## src/rtl/mem_arb_pkg.sv

```systemverilog
// Shared types and defaults for the CPU/debug data-memory arbiter.
package mem_arb_pkg;

   typedef enum logic [1:0] {
      OWN_NONE = 2'd0,
      OWN_CPU  = 2'd1,
      OWN_DBG  = 2'd2
   } rd_owner_t;

   localparam int STARVE_LIMIT_DEFAULT = 8;

endpackage

```

## src/rtl/mem_arbiter_starve_ctr.sv

```systemverilog
// Saturating counter of consecutive cycles the debug requester was denied.
module arb_starve_ctr
   import mem_arb_pkg::*;
(
   input  logic       clock,
   input  logic       reset,
   input  logic       inc,
   input  logic       clr,
   input  logic [7:0] limit,
   output logic [7:0] cnt,
   output logic       at_limit
);

   logic [7:0] cnt_q, cnt_d;

   always_comb begin
      cnt_d = cnt_q;
      if (clr) begin
         cnt_d = '0;
      end else if (inc && (cnt_q < limit)) begin
         cnt_d = cnt_q + 8'd1;
      end
   end

   always_ff @(posedge clock) begin
      if (reset) begin
         cnt_q <= '0;
      end else begin
         cnt_q <= cnt_d;
      end
   end

   assign cnt      = cnt_q;
   assign at_limit = (cnt_q == limit);

endmodule

```

## src/rtl/mem_arbiter.sv

```systemverilog
// CPU/debug data-memory arbiter: fixed CPU priority, debug anti-starvation, read-ownership tracking.
// Build option MEM_ARB_DBG_WRITE_EN: when undefined, every debug transfer is forced to a read.
module mem_arbiter
   import mem_arb_pkg::*;
#(
   parameter int AW           = 32,
   parameter int DW           = 32,
   parameter int STARVE_LIMIT = STARVE_LIMIT_DEFAULT
) (
   input  logic          clock,
   input  logic          reset,
   input  logic          cpu_req,
   input  logic          cpu_we,
   input  logic [AW-1:0] cpu_addr,
   input  logic [DW-1:0] cpu_wdata,
   output logic          cpu_gnt,
   output logic          cpu_rvalid,
   output logic [DW-1:0] cpu_rdata,
   input  logic          dbg_req,
   input  logic          dbg_we,
   input  logic [AW-1:0] dbg_addr,
   input  logic [DW-1:0] dbg_wdata,
   output logic          dbg_gnt,
   output logic          dbg_rvalid,
   output logic [DW-1:0] dbg_rdata,
   output logic [AW-1:0] ma,
   output logic [DW-1:0] mwd,
   output logic          mwr,
   output logic          moe,
   input  logic [DW-1:0] mrd
);

   rd_owner_t  rd_owner_q, rd_owner_d;
   logic [7:0] starve_cnt;
   logic       starve_at_limit;
   logic       dbg_we_eff;
   logic       cnt_unused;

`ifdef MEM_ARB_DBG_WRITE_EN
   assign dbg_we_eff = dbg_we;
   assign mwd        = dbg_gnt ? dbg_wdata : cpu_wdata;
`else
   logic dbg_unused;
   assign dbg_unused = ^{dbg_we, dbg_wdata};
   assign dbg_we_eff = 1'b0;
   assign mwd        = cpu_wdata;
`endif

   arb_starve_ctr u_starve (
      .clock    (clock),
      .reset    (reset),
      .inc      (dbg_req & ~dbg_gnt),
      .clr      (dbg_gnt | ~dbg_req),
      .limit    (8'(STARVE_LIMIT)),
      .cnt      (starve_cnt),
      .at_limit (starve_at_limit)
   );

   // the count itself is only for observation; the grant uses the limit flag
   assign cnt_unused = ^starve_cnt;

   always_comb begin
      cpu_gnt = 1'b0;
      dbg_gnt = 1'b0;
      if (!reset) begin
         if (dbg_req && starve_at_limit) begin
            dbg_gnt = 1'b1;
         end else if (cpu_req) begin
            cpu_gnt = 1'b1;
         end else if (dbg_req) begin
            dbg_gnt = 1'b1;
         end
      end
   end

   assign ma  = dbg_gnt ? dbg_addr : cpu_addr;
   assign mwr = (cpu_gnt & cpu_we) | (dbg_gnt & dbg_we_eff);
   assign moe = (cpu_gnt & ~cpu_we) | (dbg_gnt & ~dbg_we_eff);

   always_comb begin
      rd_owner_d = OWN_NONE;
      if (cpu_gnt && !cpu_we) begin
         rd_owner_d = OWN_CPU;
      end else if (dbg_gnt && !dbg_we_eff) begin
         rd_owner_d = OWN_DBG;
      end
   end

   always_ff @(posedge clock) begin
      if (reset) begin
         rd_owner_q <= OWN_NONE;
      end else begin
         rd_owner_q <= rd_owner_d;
      end
   end

   // a read granted just before reset must not be reported while reset is high
   assign cpu_rvalid = (rd_owner_q == OWN_CPU) & ~reset;
   assign dbg_rvalid = (rd_owner_q == OWN_DBG) & ~reset;
   assign cpu_rdata  = mrd;
   assign dbg_rdata  = mrd;

endmodule
```

## config.mk

```make
export PLATFORM = sky130hd
export DESIGN_NAME = mem_arbiter
export DESIGN_NICKNAME = d
export VERILOG_FILES = /design/src/rtl/mem_arb_pkg.sv /design/src/rtl/mem_arbiter_starve_ctr.sv /design/src/rtl/mem_arbiter.sv
export SDC_FILE = /design/constraint.sdc
export NUM_CORES = 1
export LEC_CHECK = 0
export BUFFER_PORTS_ARGS = -buffer_cell sky130_fd_sc_hd__buf_4
export CORE_AREA = 5 5 113 115
export CTS_CLUSTER_DIAMETER = 40
export DETAILED_ROUTE_END_ITERATION = 12
export DIE_AREA = 0 0 118 120
export PLACE_DENSITY = 0.53
export SLEW_MARGIN = 20
export SYNTH_ARGS = -nofsm -noshare
export SYNTH_HDL_FRONTEND = slang
export SYNTH_HIERARCHICAL = 1
export SYNTH_SLANG_ARGS = --single-unit
export TNS_END_PERCENT = 5
```

## constraint.sdc

```tcl
create_clock -name clock -period 2.2 [get_ports clock]
set_input_delay 0.11 -clock clock [delete_from_list [all_inputs] [get_ports clock]]
set_output_delay 0.11 -clock clock [all_outputs]
set_load 0.01 [all_outputs]
```

==> summary.md <==
| Metric | Value |
|---|---|
| Endpoint type of the worst setup path | primary output |
| CTS tree | built |
| Worst min path class | in2reg |
| Final worst hold slack | 0.07475 ns |
| Path type of the worst setup path | reg2out |
| Die footprint | 0.01416 mm2 |
| Number of pins with negative max-slew slack in the final report | 0 |
| Crit-path max cell delay | 0.35 ns |
| Total GRT Usage | 0.06864 |
| Total iterations of the first detailed-routing run | 5 |
| Net Switching | 0.2419 mW |
| Final WL | 5.815 mm |
| Mean instance size in the synthesized netlist | 8.764 um2 |
| Largest cells by area after synthesis | sky130_fd_sc_hd__buf_4 36%, sky130_fd_sc_hd__mux2_4 21%, sky130_fd_sc_hd__dfxtp_1 10% |
| Worst clock skew | 0.001960 ns |
| Worst path top cell family by delay | simple AND/OR/NAND/NOR gates |
| Overall via count from detail_route | 1513 |
| Placeable core region | 0.01171 mm2 |
| Element type at the critical path start | register |
| Clock Path Buffers | 2 |
| Number of warnings printed during yosys synthesis | 6 |
| Relative contribution of the clock network to total power | 0.374 |
| Gate count after technology mapping | 227 |
| Die X-Extent | 118 um |
| Synthesis-to-layout area growth | 45.03% |
| DR vias/cell | 3.646 |
| Top-Level Pins | 300 |
| Setup total negative slack | 0 ns |
| Library cell occupying the most area in the post-synthesis netlist | sky130_fd_sc_hd__buf_4 |
| CP Cell Sequence | ha_4 > nand3_4 > nor3_4 > nand2b_4 > nand2_8 > clkbuf_16 > mux2_2 > buf_4 |
| Most frequent cells in the layout | 98 x sky130_fd_sc_hd__buf_4, 29 x sky130_fd_sc_hd__buf_6, 28 x sky130_fd_sc_hd__mux2_4, 12 x sky130_fd_sc_hd__inv_1, 8 x sky130_fd_sc_hd__conb_1 |
| Maximum clock rate | 464.2 MHz |
| Combinational group share of total power | 0.436 |
| Count of port buffers added during placement | 106 |
| Number of antenna violations at the first check in global routing | 0 |
| Prevailing post-synth register cell | sky130_fd_sc_hd__dfxtp_1 |
| Starting DRC count in detailed routing | 49 |
| Number of clock sinks | 10 |
| Post-synthesis sequential area ratio | 0.1006 |
| Hold Vio Cnt, Final | 0 |
| # fillers | 1254 |
| Setup repair after global routing missed its margin | true |
| Number of cells traversed by the worst register-to-register path | 13 |
| Number of enable flip-flop cells after synthesis | 0 |
| Switching power as a share of total power | 0.2492 |
| Final #Nets | 444 |
| Die outline height | 120 um |
| Leftover overflow at the end of global routing | 0 |
| Status | completed |
| Gp weighted congestion | 0.7908 |
| Number of buffers added by the clock tree synthesis step | 3 |
| Register-to-register setup slack | 0.05 ns |
| Starting density of the core | 0.1699 |
| Time the worst path needs with I/O delays and setup | 2.154 ns |
| Share of synthesized registers carrying an async set or reset | 0 |
| Final setup vio count | 0 |
| Cell area after layout | 0.002885 mm2 |
| Vias in the first global route | 1476 |
| Internal power of the cells | 0.7285 mW |
| Estimated wirelength of the detail-placed design | 4.522 mm |
| Worst reg2reg path endpoint | u_starve/cnt[1]$_SDFFE_PP0P_ |
| Arrival time at the worst endpoint | 2.04 ns |
| Commonest non-fill, non-tap cell in the layout | sky130_fd_sc_hd__buf_4 |
| Worst hold path stage count | 2 |
| Static power due to leakage | 1.392 nW |
| Library cells used by synthesis | 37 |
| Pin count of the biggest net entering global routing | 15 |
| Skew-Pair Late Insertion Delay | 0.24 ns |
| Total buffers and inverters traversed by the critical path | 2 |
| Share of cells above drive strength 1 | 0.7463 |
| Hold path endpoint | rd_owner_q[0]$_SDFF_PP0_ |
| Clock-pin slew of the registers on the worst-case setup and hold paths | 0.04 ns |
| Largest fanout on the critical path | 6 |
| Routed wire per std cell | 14.01 um |
| Placement Rows | 40 |
| Crit path max-delay cell type | sky130_fd_sc_hd__dfxtp_4 |
| CTS hold repair buffers | 0 |
| Data required time of the critical path | 2.09 ns |
| Final core utilization | 0.2464 |
| Area of placed instances | 0.002345 mm2 |
| HP Start | cpu_we |
| Number of maximum-capacitance constraint violations | 0 |
| Detailed-route DRC error count | 0 |
| Synth Cell Area | 0.001989 mm2 |
| Clock tree root driver cell | sky130_fd_sc_hd__clkbuf_16 |
| Worst IR drop on VDD | 0.0002312 V |
| Synth top area share | 0.3623 |
| Part of the power in registers | 0.190 |
| Number of nets with antenna violations after detailed routing | 0 |
| Wire length of the first global-routing pass | 7.900 mm |
| CTS H-tree lvls | 1 |
| Final Cycle Share | 0.9792 |
| Critical R2R Launch | u_starve/cnt[7]$_SDFFE_PP0P_ |
| P per Cell Area | 336.3 mW/mm2 |
| Ant diodes | 0 |
| Seq cells post-synth | 10 |
-- per-stage QoR --
stage / cells / power, mW / setup slack, ns
2_1_floorplan: 233 / 0.5148 / 0.1803
3_3_place_gp: 398 / 0.5279 / 0.03755
3_5_place_dp: 398 / 0.5314 / 0.04840
4_1_cts: 407 / 0.9236 / -0.009550
5_1_grt: 415 / 1.018 / -0.03424
6_report: 415 / 0.9704 / 0.04570
-- power by group through the flow --
stage                     clock network [mW]  logic, mW  registers [mW]
final                                  0.363      0.423           0.184
after global routing                   0.385      0.449           0.184
after CTS                              0.374      0.365           0.185
after detailed placement                   0      0.343           0.188
after global placement                     0      0.340           0.188
after floorplan                            0      0.326           0.189
-- per-layer routing --
layer / vias up / routed length, um / global-route usage / share of wire
li1: 747 / - / - / -
met1: 699 / 2228 / 0.08090 / 0.38
met2: 42 / 3111 / 0.1132 / 0.53
met3: 25 / 363 / 0.02403 / 0.062
met4: 0 / 110 / 0.02867 / 0.019
met5: - / 0 / 0 / 0
-- sequential cells by signal, summed over array words and instances, names as in the netlist --
name and count:
rd_owner_q 2, u_starve/cnt 8
-- Yosys cell counts, types with 4 or more instances --
master	n
sky130_fd_sc_hd__a21oi_1	7
sky130_fd_sc_hd__buf_4	96
sky130_fd_sc_hd__buf_6	4
sky130_fd_sc_hd__dfxtp_1	10
sky130_fd_sc_hd__ha_1	9
sky130_fd_sc_hd__inv_1	13
sky130_fd_sc_hd__mux2_2	4
sky130_fd_sc_hd__mux2_4	28
sky130_fd_sc_hd__nand3_1	6
sky130_fd_sc_hd__nor2_1	4
sky130_fd_sc_hd__or3_1	4
-- logic make-up (layout without fill, tap and decap cells) --
group           Yosys count  in the layout  synth area share
buf+inv                 114            149            0.4113
simple gates             35             35            0.1057
mux                      32             32            0.2340
compound gates           25             25           0.08805
flops                    10             10            0.1006
fa+ha+maj                 9              9           0.05660
other cells               2              8          0.003775
-- what timing repair did --
action                     CTS  global route
gates resized for setup     14            49
setup buffers                4             6
setup endpoints to repair   32            33
gates cloned                 1             2
pin swaps                    8            10
-- worst max path at each step --
stage | startpoint | cells after the start | endpoint | slack [ns]
final | u_starve/cnt[7]$_SDFFE_PP0P_ | 8 | ma[0] | 0.05
after global routing | u_starve/cnt[7]$_SDFFE_PP0P_ | 13 | u_starve/cnt[1]$_SDFFE_PP0P_ | -0.03
after CTS | u_starve/cnt[0]$_SDFFE_PP0P_ | 12 | u_starve/cnt[5]$_SDFFE_PP0P_ | -0.01
after detailed placement | u_starve/cnt[7]$_SDFFE_PP0P_ | 8 | ma[6] | 0.05
after global placement | u_starve/cnt[7]$_SDFFE_PP0P_ | 8 | ma[6] | 0.04
after floorplan | u_starve/cnt[6]$_SDFFE_PP0P_ | 10 | u_starve/cnt[5]$_SDFFE_PP0P_ | 0.18
-- final cells by class --
cell class	count	area, um2	area share
flip-flops and latches	10	211.5	0.07329
multi-input cells	109	1172	0.4063
repair buffers	132	1180	0.4089
well taps	147	183.9	0.06375
clock buffers	4	88.84	0.03079
inverters	13	48.80	0.01691
No activity file was read; power rests on OpenSTA's default activity.
